**config.mk**
```make
export PLATFORM = sky130hd
export DESIGN_NAME = cpu_job_scheduler_flat
export DESIGN_NICKNAME = d
export VERILOG_FILES = /design/src/rtl/cpu_job_scheduler_pkg.sv /design/src/rtl/cpu_job_scheduler_if.sv /design/src/rtl/cpu_job_scheduler_rr_arbiter.sv /design/src/rtl/cpu_job_scheduler.sv /design/src/flat_wrapper.sv
export SDC_FILE = /design/constraint.sdc
export NUM_CORES = 1
export LEC_CHECK = 0
export CAP_MARGIN = 30
export CORE_MARGIN = 1
export CORE_UTILIZATION = 42
export CTS_CLUSTER_SIZE = 28
export DETAILED_ROUTE_END_ITERATION = 8
export GPL_ROUTABILITY_DRIVEN = 0
export GPL_TIMING_DRIVEN = 0
export PLACE_DENSITY = 0.94
export REMOVE_ABC_BUFFERS = 1
export SLEW_MARGIN = 20
export SYNTH_ARGS = -nofsm -noshare
export SYNTH_HDL_FRONTEND = slang
export SYNTH_HIERARCHICAL = 1
export SYNTH_SLANG_ARGS = --single-unit
```
**constraint.sdc**
```tcl
create_clock -name clk -period 4 [get_ports clk]
set_input_delay 0.8 -clock clk [delete_from_list [all_inputs] [get_ports clk]]
set_output_delay 0.8 -clock clk [all_outputs]
set_load 0.005 [all_outputs]
```
**src/rtl/cpu_job_scheduler_pkg.sv**
```systemverilog
// cpu_job_scheduler_pkg: shared types for the job scheduler slice
package cpu_job_scheduler_pkg;
    typedef logic [7:0] uint8_t;
    typedef logic [63:0] program_t;
    typedef enum logic [1:0] {IDLE, LOAD, RUN, RESP} sched_state_e;
endpackage

```
**src/rtl/cpu_job_scheduler_if.sv**
```systemverilog
// cpu_job_scheduler_if: job request/response channels between requesters (master) and scheduler (slave)
interface cpu_job_scheduler_if
    import cpu_job_scheduler_pkg::*;
#(
    parameter int NUM_REQ = 2
);
    logic [NUM_REQ-1:0] req_valid, req_ready, rsp_valid, rsp_ready;
    program_t [NUM_REQ-1:0] req_prog;
    uint8_t [NUM_REQ-1:0] req_i1, req_i2;
    uint8_t rsp_o1, rsp_o2;
    logic rsp_timeout;
    modport master (
        output req_valid, req_prog, req_i1, req_i2, rsp_ready,
        input  req_ready, rsp_valid, rsp_o1, rsp_o2, rsp_timeout
    );
    modport slave (
        input  req_valid, req_prog, req_i1, req_i2, rsp_ready,
        output req_ready, rsp_valid, rsp_o1, rsp_o2, rsp_timeout
    );
endinterface

```
**src/rtl/cpu_job_scheduler_rr_arbiter.sv**
```systemverilog
// rr_arbiter: one-hot grant to the first request after ptr, wrapping
module rr_arbiter #(
    parameter int N = 2
) (
    input  logic [N-1:0] req,
    input  logic [$clog2(N)-1:0] ptr,
    output logic [N-1:0] gnt
);
    always_comb begin
        gnt = '0;
        for (int i = 1; i <= N; i++)
            if (req[(int'(ptr) + i) % N] && gnt == '0) gnt[(int'(ptr) + i) % N] = 1'b1;
    end
endmodule

```
**src/rtl/cpu_job_scheduler.sv**
```systemverilog
// cpu_job_scheduler: round-robin time-sharing of one accumulator core among NUM_REQ job requesters
module cpu_job_scheduler
    import cpu_job_scheduler_pkg::*;
#(
    parameter int NUM_REQ = 2,
    parameter int TIMEOUT = 255
) (
    input  logic clk,
    input  logic rst,
    cpu_job_scheduler_if.slave jobs,
    output logic busy,
    output program_t cpu_i_mem,
    output uint8_t cpu_i1,
    output uint8_t cpu_i2,
    output logic cpu_rst,
    input  logic cpu_halt,
    input  uint8_t cpu_o1,
    input  uint8_t cpu_o2
);
    localparam int PW = $clog2(NUM_REQ);
    sched_state_e r_state;
    logic [PW-1:0] r_ptr, r_owner, w_idx;
    logic [NUM_REQ-1:0] w_gnt;
    program_t r_prog;
    uint8_t r_i1, r_i2, r_o1, r_o2;
    logic [15:0] r_cnt;
    logic r_timeout;
    rr_arbiter #(.N(NUM_REQ)) u_arb (.req(jobs.req_valid), .ptr(r_ptr), .gnt(w_gnt));
    always_comb begin
        w_idx = '0;
        for (int i = 0; i < NUM_REQ; i++)
            if (w_gnt[i]) w_idx = PW'(i);
    end
    assign jobs.req_ready = (r_state == IDLE && !rst) ? w_gnt : '0;
    assign jobs.rsp_valid = (r_state == RESP) ? NUM_REQ'(1) << r_owner : '0;
    assign jobs.rsp_o1 = r_o1;
    assign jobs.rsp_o2 = r_o2;
    assign jobs.rsp_timeout = r_timeout;
    assign busy = r_state != IDLE;
    assign cpu_rst = rst || r_state == LOAD;
    assign cpu_i_mem = r_prog;
    assign cpu_i1 = r_i1;
    assign cpu_i2 = r_i2;
    always_ff @(posedge clk) begin
        if (rst) begin
            r_state <= IDLE;
            r_ptr <= PW'(NUM_REQ - 1);
            r_owner <= '0;
            r_prog <= '0;
            r_i1 <= '0;
            r_i2 <= '0;
            r_o1 <= '0;
            r_o2 <= '0;
            r_cnt <= '0;
            r_timeout <= 1'b0;
        end else begin
            case (r_state)
                IDLE: if (w_gnt != '0) begin
                    r_prog <= jobs.req_prog[w_idx];
                    r_i1 <= jobs.req_i1[w_idx];
                    r_i2 <= jobs.req_i2[w_idx];
                    r_owner <= w_idx;
                    r_ptr <= w_idx;
                    r_state <= LOAD;
                end
                LOAD: begin
                    r_cnt <= '0;
                    r_state <= RUN;
                end
                RUN: if (cpu_halt || r_cnt == 16'(TIMEOUT - 1)) begin
                    r_o1 <= cpu_o1;
                    r_o2 <= cpu_o2;
                    r_timeout <= !cpu_halt;
                    r_state <= RESP;
                end else r_cnt <= r_cnt + 16'd1;
                RESP: if (jobs.rsp_ready[r_owner]) r_state <= IDLE;
                default: r_state <= IDLE;
            endcase
        end
    end
endmodule

```
**src/flat_wrapper.sv**
```systemverilog
// flat-port wrapper written by rule: the top's interface ports become plain ports
module cpu_job_scheduler_flat import cpu_job_scheduler_pkg::*;
#(
    parameter int NUM_REQ = 2,
    parameter int TIMEOUT = 255
)
  (clk, rst, busy, cpu_i_mem, cpu_i1, cpu_i2, cpu_rst, cpu_halt, cpu_o1, cpu_o2, jobs_req_valid, jobs_req_prog, jobs_req_i1, jobs_req_i2, jobs_rsp_ready, jobs_req_ready, jobs_rsp_valid, jobs_rsp_o1, jobs_rsp_o2, jobs_rsp_timeout);
  cpu_job_scheduler_if #(.NUM_REQ(NUM_REQ)) jobs_i ();
  input  logic clk;
  input  logic rst;
  output logic busy;
  output program_t cpu_i_mem;
  output uint8_t cpu_i1;
  output uint8_t cpu_i2;
  output logic cpu_rst;
  input  logic cpu_halt;
  input  uint8_t cpu_o1;
  input  uint8_t cpu_o2;
  input wire logic [$bits(jobs_i.req_valid)-1:0] jobs_req_valid;
  input wire logic [$bits(jobs_i.req_prog)-1:0] jobs_req_prog;
  input wire logic [$bits(jobs_i.req_i1)-1:0] jobs_req_i1;
  input wire logic [$bits(jobs_i.req_i2)-1:0] jobs_req_i2;
  input wire logic [$bits(jobs_i.rsp_ready)-1:0] jobs_rsp_ready;
  output wire logic [$bits(jobs_i.req_ready)-1:0] jobs_req_ready;
  output wire logic [$bits(jobs_i.rsp_valid)-1:0] jobs_rsp_valid;
  output wire logic [$bits(jobs_i.rsp_o1)-1:0] jobs_rsp_o1;
  output wire logic [$bits(jobs_i.rsp_o2)-1:0] jobs_rsp_o2;
  output wire logic [$bits(jobs_i.rsp_timeout)-1:0] jobs_rsp_timeout;
  assign jobs_i.req_valid = jobs_req_valid;
  assign jobs_i.req_prog = jobs_req_prog;
  assign jobs_i.req_i1 = jobs_req_i1;
  assign jobs_i.req_i2 = jobs_req_i2;
  assign jobs_i.rsp_ready = jobs_rsp_ready;
  assign jobs_req_ready = jobs_i.req_ready;
  assign jobs_rsp_valid = jobs_i.rsp_valid;
  assign jobs_rsp_o1 = jobs_i.rsp_o1;
  assign jobs_rsp_o2 = jobs_i.rsp_o2;
  assign jobs_rsp_timeout = jobs_i.rsp_timeout;
  cpu_job_scheduler #(.NUM_REQ(NUM_REQ), .TIMEOUT(TIMEOUT)) u_core (.clk(clk), .rst(rst), .jobs(jobs_i), .busy(busy), .cpu_i_mem(cpu_i_mem), .cpu_i1(cpu_i1), .cpu_i2(cpu_i2), .cpu_rst(cpu_rst), .cpu_halt(cpu_halt), .cpu_o1(cpu_o1), .cpu_o2(cpu_o2));
endmodule
```
==> impl_metrics.tcl <==
set metrics [dict create \
    leakagePower_nw 3.287 \
    p_sw_share_pct 31.24 \
    crit_fanout 13 \
    drive_above_1_share_pct 6.221 \
    layout_common_cells "284 x clkdlybuf4s50_1, 117 x dfxtp_1, 91 x nor2_1, 83 x a211oi_1, 82 x mux2i_1" \
    start_kind "input port" \
    async_reset_ff_share_pct 0 \
    grt_max_degree 65 \
    num-fill-cells 833 \
    layout.cells.non_filler 1020 \
    clockPowerShare_pct 26.0 \
    syn_area_sq_um 5202 \
    synthTopCellsByArea "dfxtp_1 45%, mux2i_1 16%, a211oi_1 12%" \
    intPower_mw 3.495 \
    p_seq_share_pct 33.7 \
    p_total_mw 5.083 \
    diodes 0 \
    syn_to_final_growth_pct 70.35 \
    rsz0062_at_grt "no" \
    crit_path_end_kind "output pin" \
    final_common_cell "clkdlybuf4s50_1" \
    num_rows 40 \
    cts-root-buf "clkbuf_16" \
    core_area_sq_um 12060 \
    drt_iter0_drc 214 \
    ys_seq_area_share_pct 45.02 \
    power_density_nw_per_um2 573.5 \
    grt_overflow 0 \
    synth-seq-cells 117 \
    syn_inst 572 \
    ys_warn_count 6 \
    p_sw_mw 1.588 \
    fin_crit_ns 3.482 \
    synth_flop_cell "dfxtp_1" \
    ant_nets 0 \
    ir_worst_vdd_uv 390.0 \
    hp-class "register to register" \
    setup_violations 0 \
    worstMarginPinSlew_ns 0.7244 \
    status "finished clean" \
    dp_slack_ns 0.5186 \
    whs_path_depth 2 \
    finalMaxSlewViolations 0 \
    vias 5237 \
    place_hpwl_um 12280 \
    h-tree-depth 4 \
    reg2reg_slack_ns 1.47 \
    synth.distinct_cells 45 \
    dp.cells 990 \
    clk_pin_slew_ns 0.05 \
    cap_violations 0 \
    io_buffers 285 \
    syn_area_per_cell_sq_um 9.095 \
    viasPerCell 5.134 \
    grt_usage_pct 26.13 \
    r2r_start "u_core/r_ptr" \
    die_h_um 113.3 \
    worstHoldStart "u_core/jobs.rsp_o1[0]" \
    synth-edff-count 0 \
    dieArea_sq_um 12840 \
    finalCritPeriodShare_pct 87.05 \
    io_pins 286 \
    crit_type "input port to output pin" \
    drcViolationCount 0 \
    r2r-end "u_core/cpu_i_mem[52]" \
    crit_arrival_ns 2.68 \
    holdPathEnd "u_core/jobs.rsp_o1[0]" \
    grt_pass1_wl_um 25920 \
    critPathRequiredTime_ns 3.20 \
    post_cts_resized 0 \
    cts_buffer_depth 2 \
    setup_ws_ns 0.5181 \
    comb_power_share_pct 40.3 \
    cts_sinks 117 \
    yosysTopAreaCell "dfxtp_1" \
    clock_skew_ns 0.01776 \
    holdBufCountCts 0 \
    start_util_pct 43.13 \
    maxSlewHeadroom_pct 51.59 \
    wl_per_cell_um 16.41 \
    cts_tree "yes" \
    finalHoldViolations 0 \
    insertion_delay_ns 0.41 \
    die_w_um 113.3 \
    finalNetCount 1030 \
    max_freq_ghz 0.2872 \
    cts_setup_buffers 0 \
    antenna_found_initial 0 \
    numCtsBuffers 17 \
    r2r_cells 8 \
    routed_wl_um 16740 \
    first_pass_iters 4 \
    grt_pass1_vias 5211 \
    synth.top_cell.area_share_pct 45.02 \
]
area by class of cell:
class | instances | area (sq um) | area share [%]
clock inverter | 10 | 60.06 | 0.6777
clock buffer | 20 | 456.7 | 5.153
tap | 168 | 210.2 | 2.372
timing repair buffer | 296 | 3118 | 35.18
sequential | 117 | 2342 | 26.43
inverter | 8 | 30.03 | 0.3388
multi-input combinational | 401 | 2645 | 29.85
critical path, cell delays in order:
cell and delay (ns):
clkdlybuf4s50_1 0.48, a21boi_4 0.40, buf_16 0.21, nor3b_1 0.24, clkdlybuf4s50_1 0.55
per-stage QoR:
stage / area [sq um] / hold slack, ns / utilization [%] / TNS [ns]
after CTS: 8862 / 0.4530 / 73.48 / 0
after global routing: 8862 / 0.4728 / 73.48 / 0
after floorplan: 4999 / 0.4372 / - / -956.01
final: 8862 / 0.4543 / 73.48 / 0
after global placement: 8061 / 0.4408 / 66.84 / -1437.02
after detailed placement: 8346 / 0.4453 / 69.19 / 0
power by group through the flow:
stage          Sequential (mW)  Clock [mW]  Combinational (mW)
3_3_place_gp              1.56           0                1.75
6_report                  1.71        1.32                2.05
2_1_floorplan             1.70           0               0.926
4_1_cts                   1.71        1.35                2.05
3_5_place_dp              1.73           0                2.03
5_1_grt                   1.75        1.40                2.21
cell families (layout without fill, tap and decap cells):
| family | count (synthesis) | count (layout) | share of synthesized area, % |
|---|---|---|---|
| AOI/OAI and AO/OA | 138 | 138 | 18.13 |
| adders and majority gates | 6 | 6 | 1.443 |
| buffers and inverters | 54 | 334 | 4.497 |
| DFF | 117 | 117 | 45.02 |
| muxes | 84 | 84 | 16.21 |
| and+or+nand+nor | 173 | 173 | 14.69 |
synthesized netlist by cell type (5+ instances only):
master / n
a21oi_1: 25
clkbuf_1: 34
dfxtp_1: 117
a211oi_1: 83
inv_1: 8
mux2i_1: 82
nand2b_1: 5
nand3_1: 7
nand2_1: 42
ha_1: 6
o21ai_0: 14
nor2_1: 92
flip-flops by register name, summed over array words and instances (netlist names):
register,cells
u_core/cpu_i_mem,64
u_core/r_cnt,16
u_core/cpu_i1,8
u_core/cpu_i2,8
u_core/jobs.rsp_o1,8
u_core/jobs.rsp_o2,8
u_core/r_state,2
u_core/jobs.rsp_timeout,1
u_core/r_owner,1
u_core/r_ptr,1
metal layers:
metal  part of all wire, %  up-vias  track usage [%]
met3                   7.8       32            10.23
met2                    52      184            46.83
met1                    38     2424            27.11
met5                     0        -                0
met4                   2.3        0            11.05
li1                      -     2597                -
worst max path at each step:
stage	startpoint	end	depth (start not counted)
global route	jobs_req_valid[1]	jobs_req_ready[1]	5
global placement	jobs_req_valid[1]	u_core/cpu_i1[2]	5
detailed placement	jobs_req_valid[1]	jobs_req_ready[1]	5
floorplan	jobs_req_valid[1]	u_core/cpu_i1[0]	4
finish	jobs_req_valid[1]	jobs_req_ready[1]	5
CTS	jobs_req_valid[1]	jobs_req_ready[1]	5
Note: power is estimated with default switching activity, not from simulation.
